[config.mk]
export PLATFORM = sky130hd
export DESIGN_NAME = sram_arbiter
export DESIGN_NICKNAME = d
export VERILOG_FILES = /design/src/rtl/sram_arbiter.sv
export SDC_FILE = /design/constraint.sdc
export NUM_CORES = 1
export LEC_CHECK = 0
export BUFFER_PORTS_ARGS = -buffer_cell sky130_fd_sc_hd__buf_4
export CORE_UTILIZATION = 35
export DETAILED_ROUTE_END_ITERATION = 16
export GPL_TIMING_DRIVEN = 0
export PLACE_DENSITY = 0.65
export RECOVER_POWER = 50
export SYNTH_ARGS = -nofsm -noshare
export SYNTH_HDL_FRONTEND = slang
export SYNTH_SLANG_ARGS = --single-unit
export TNS_END_PERCENT = 30
[constraint.sdc]
create_clock -name clk -period 3.2 [get_ports clk]
set_input_delay 0.16 -clock clk [delete_from_list [all_inputs] [get_ports clk]]
set_output_delay 0.16 -clock clk [all_outputs]
set_load 0.05 [all_outputs]
[src/rtl/sram_arbiter.sv]
// Round-robin arbiter and access sequencer sharing one async 8-bit SRAM
// between two requesters, with registered strobes and a one-cycle ack.
module sram_arbiter #(
    parameter int ADDR_WIDTH    = 18,
    parameter int ACCESS_CYCLES = 2
) (
    input  logic                  clk,
    input  logic                  n_reset,
    input  logic                  a_req,
    input  logic                  a_we,
    input  logic [ADDR_WIDTH-1:0] a_addr,
    input  logic [7:0]            a_wdata,
    output logic [7:0]            a_rdata,
    output logic                  a_ack,
    input  logic                  b_req,
    input  logic                  b_we,
    input  logic [ADDR_WIDTH-1:0] b_addr,
    input  logic [7:0]            b_wdata,
    output logic [7:0]            b_rdata,
    output logic                  b_ack,
    output logic [ADDR_WIDTH-1:0] sramAddress,
    output logic [7:0]            sramDataOut,
    output logic                  sramDataOE,
    input  logic [7:0]            sramDataIn,
    output logic                  n_sRamCS,
    output logic                  n_sRamOE,
    output logic                  n_sRamWE,
    output logic                  owner
);

    typedef enum logic [1:0] {IDLE, SETUP, ACCESS, HOLD} state_t;

    localparam logic [3:0] CNT_LOAD = 4'(ACCESS_CYCLES - 1);

    state_t                  state, stateNext;
    logic [3:0]              cnt, cntNext;
    logic                    selB, selBNext;
    logic                    weLat, weLatNext;
    logic [ADDR_WIDTH-1:0]   addrNext;
    logic [7:0]              doutNext;
    logic                    csNext, oeNext, weNext, doeNext;
    logic                    ownerNext, aAckNext, bAckNext;
    logic [7:0]              aRdNext, bRdNext;
    logic                    pickB, pickWe;

    // On a tie the port that was not served last wins
    assign pickB  = b_req && (!a_req || !owner);
    assign pickWe = pickB ? b_we : a_we;

    always_comb begin
        stateNext = state;
        cntNext   = cnt;
        selBNext  = selB;
        weLatNext = weLat;
        addrNext  = sramAddress;
        doutNext  = sramDataOut;
        csNext    = n_sRamCS;
        oeNext    = n_sRamOE;
        weNext    = n_sRamWE;
        doeNext   = sramDataOE;
        ownerNext = owner;
        aAckNext  = 1'b0;
        bAckNext  = 1'b0;
        aRdNext   = a_rdata;
        bRdNext   = b_rdata;
        unique case (state)
            IDLE: begin
                if (a_req || b_req) begin
                    stateNext = SETUP;
                    selBNext  = pickB;
                    ownerNext = pickB;
                    weLatNext = pickWe;
                    addrNext  = pickB ? b_addr : a_addr;
                    doutNext  = pickB ? b_wdata : a_wdata;
                    csNext    = 1'b0;
                    oeNext    = pickWe;
                    doeNext   = pickWe;
                end
            end
            SETUP: begin
                stateNext = ACCESS;
                cntNext   = CNT_LOAD;
                weNext    = !weLat;
            end
            ACCESS: begin
                if (cnt == 4'd0) begin
                    stateNext = HOLD;
                    weNext    = 1'b1;
                    oeNext    = 1'b1;
                    aAckNext  = !selB;
                    bAckNext  = selB;
                    if (!weLat) begin
                        if (selB) bRdNext = sramDataIn;
                        else      aRdNext = sramDataIn;
                    end
                end else begin
                    cntNext = cnt - 4'd1;
                end
            end
            HOLD: begin
                // Address and data stay driven one cycle past the WE rise
                stateNext = IDLE;
                csNext    = 1'b1;
                doeNext   = 1'b0;
            end
            default: stateNext = IDLE;
        endcase
    end

    always_ff @(posedge clk) begin
        if (!n_reset) begin
            state       <= IDLE;
            cnt         <= 4'd0;
            selB        <= 1'b0;
            weLat       <= 1'b0;
            sramAddress <= '0;
            sramDataOut <= 8'h00;
            n_sRamCS    <= 1'b1;
            n_sRamOE    <= 1'b1;
            n_sRamWE    <= 1'b1;
            sramDataOE  <= 1'b0;
            owner       <= 1'b1;
            a_ack       <= 1'b0;
            b_ack       <= 1'b0;
            a_rdata     <= 8'h00;
            b_rdata     <= 8'h00;
        end else begin
            state       <= stateNext;
            cnt         <= cntNext;
            selB        <= selBNext;
            weLat       <= weLatNext;
            sramAddress <= addrNext;
            sramDataOut <= doutNext;
            n_sRamCS    <= csNext;
            n_sRamOE    <= oeNext;
            n_sRamWE    <= weNext;
            sramDataOE  <= doeNext;
            owner       <= ownerNext;
            a_ack       <= aAckNext;
            b_ack       <= bAckNext;
            a_rdata     <= aRdNext;
            b_rdata     <= bRdNext;
        end
    end

endmodule

==> out/summary.txt <==
maximum number of pins on one net before global-route repair: 11
VDD IR max: 0.383 mV
final core utilization: 51.2%
Synth Instances: 265
Mapped Nets: 337
final setup fails: 0
RSZ-0062 raised after global routing: false
final worst-path setup slack: 1270 ps
Cell Area, Synth: 2490 um2
n_diodes: 0
PortBufs: 114
Final Max Tran Viols: 0
Setup CP Type: flop to flop
layout cells sized above 1: 22.5%
Worst Path Max Fanout: 10
die area: 7460 um2
Final Critical Period: 1930 ps
Worst EP required: 3470 ps
IO Pins: 115
Max-Cap Viols: 0
period utilization: 60.3%
normalized max-slew margin: 58.2%
Hold Fails Final Rpt: 0
Setup TNS: 0 ps
Initial DRC Count: 76
register area share after synthesis: 45.8%
Leak: 1.54 nW
fill count: 727
status: complete, no violations
# placed instances: 475
Distinct cells, synth: 37
CP Data Arrival Time: 2200 ps
worst hold path type: primary input to flop
Clk Latency, worst-skew pair: 330 ps
first drt pass iteration count: 4
pre-CTS WS: 1410 ps
CP Capture Type: flop
GPL Wtd Cong: 0.736
grt ovf: 0
vias per cell: 4.78
Nets: 462
Vias: 2348
synth-to-layout area growth: 40.4%
non-filler cells in the finished layout: 491
Die Width: 86.4 um
TritonCTS buffer count: 9
synth warn: 0
post-DP HPWL: 4.86 mm
routed length per instance: 13.1 um
wirelength, routed: 6.45 mm
CTS max path bufs: 2
Worst-path clk slew: 70 ps
Final ANT Viol Nets: 0
Sink Count: 57
crit path launch type: flop
vias in the first global route: 2244
Die Span Y: 86.4 um
# DRC: 0
Total GRT Usage: 18.0%
# rows: 30
Initial Utilization: 36.5%
fmax: 518 MHz
Pwr Density: 892 nW/um2
core area: 6830 um2
CTS tree: done
Synth Register Bits: 57
Max H-tree Level: 3
Worst Skew: 9.93 ps
Setup Buffers After CTS: 0
CTS Root Cell: clkbuf_8
Syn Area/Cell: 9.40 um2
Post-CTS Resized: 0
initial antenna violation count: 0
CTS Hold Bufs: 0
first-pass GRT wire length: 10.3 mm
Slew @ Worst Pin: 630 ps
[layer usage]
metal / vias to the layer above / GRT usage, % / wire (um)
met1: 1052 / 21.6 / 2860
met5: - / 0 / 0
met4: 0 / 9.55 / 126
li1: 1189 / - / -
met3: 11 / 6.29 / 571
met2: 96 / 28.4 / 2900
[placed cells by master (no fill, tap or decap), drive strengths merged, types with 3 or more instances in the layout]
cell type / n
dfxtp: 57
o21ai: 32
clkinv: 3
inv: 6
buf: 71
clkbuf: 73
nand3b: 3
nand2: 31
a21oi: 33
mux2i: 43
nor2: 6
and2: 3
ha: 6
[where the power goes]
group,switching (mW),internal (mW)
combinational,1.01,0.357
clock,0.288,0.459
sequential,0.108,0.899
total,1.41,1.71
[area by class of cell]
class | count | area, um2 | share of cell area, %
Clock inverter | 5 | 78.8 | 2.25
Tap cell | 96 | 120 | 3.43
Inverter | 6 | 22.5 | 0.644
Sequential cell | 57 | 1140 | 32.6
Timing Repair Buffer | 114 | 672 | 19.2
Buffer | 19 | 98.8 | 2.83
Multi-Input combinational cell | 183 | 1220 | 35.0
Clock buffer | 11 | 141 | 4.04
[final timing paths]
check,startpoint,to,slack [ps],cells after the start
max,state[1]$_SDFFE_PN0P_,sramAddress[14]$_SDFFE_PN0P_,1270,7
min,sramDataIn[5],b_rdata[5]$_SDFFE_PN0P_,100,3
max reg2reg,state[1]$_SDFFE_PN0P_,sramAddress[14]$_SDFFE_PN0P_,1270,7
min reg2reg,b_rdata[3]$_SDFFE_PN0P_,b_rdata[3]$_SDFFE_PN0P_,460,2
[cell families (layout without fill, tap and decap cells)]
family,Yosys count,count (layout),synth area share (%)
AO/OA/AOI/OAI,78,78,17.7
adder cells (fa/ha/maj),6,6,3.01
buffers and inverters,25,155,4.92
flip-flops,57,57,45.8
multiplexers,43,43,17.3
AND/OR/NAND/NOR,56,56,11.3
[stage by stage]
step | area [um2] | total power, mW | hold WS [ps]
after detailed placement | 3470 | 2.54 | 446
after global placement | 3470 | 2.53 | 441
after CTS | 3690 | 3.29 | 82.8
after global routing | 3500 | 3.30 | 111
final | 3500 | 3.12 | 99.3
after floorplan | 2490 | 2.07 | 321
[flip-flops by register name, indices dropped and copies added (netlist names)]
register and cells:
a_ack 1, a_rdata 8, b_ack 1, b_rdata 8, cnt 4, n_sRamCS 1, n_sRamOE 1, n_sRamWE 1
owner 1, selB 1, sramAddress 18, sramDataOE 1, sramDataOut 8, state 2, weLat 1
[cell usage after synthesis (all sizes together)]
library cell,count,share of area [%]
nor3b,1,0.30
a211oi,2,0.60
a221o,1,0.40
ha,6,3.0
a211o,1,0.35
inv,6,0.90
and4bb,1,0.65
a21oi,33,6.9
o211ai,1,0.30
or3b,2,0.70
a221oi,2,0.70
a21boi,1,0.30
nand2b,1,0.25
nand3,2,0.40
and2,3,0.85
o21ai,32,6.4
o31a,1,0.40
clkbuf,12,1.8
a22oi,1,0.30
and2b,1,0.30
o21a,2,0.60
a32oi,1,0.35
nor2,6,0.90
nor2b,1,0.25
dfxtp,57,46
buf,7,2.2
and3,2,0.50
mux2i,43,17
nand4b,1,0.35
nand3b,3,0.90
nand2,31,4.7
nor4,1,0.25
[critical path, stage by stage (launching register included)]
cell and delay [ps]:
dfxtp_1 340, inv_1 100, ha_1 150, clkbuf_1 270, o21a_1 290, clkbuf_1 400, o21ai_0 170, a21oi_1 140
No activity file was read; power rests on OpenSTA's default activity.
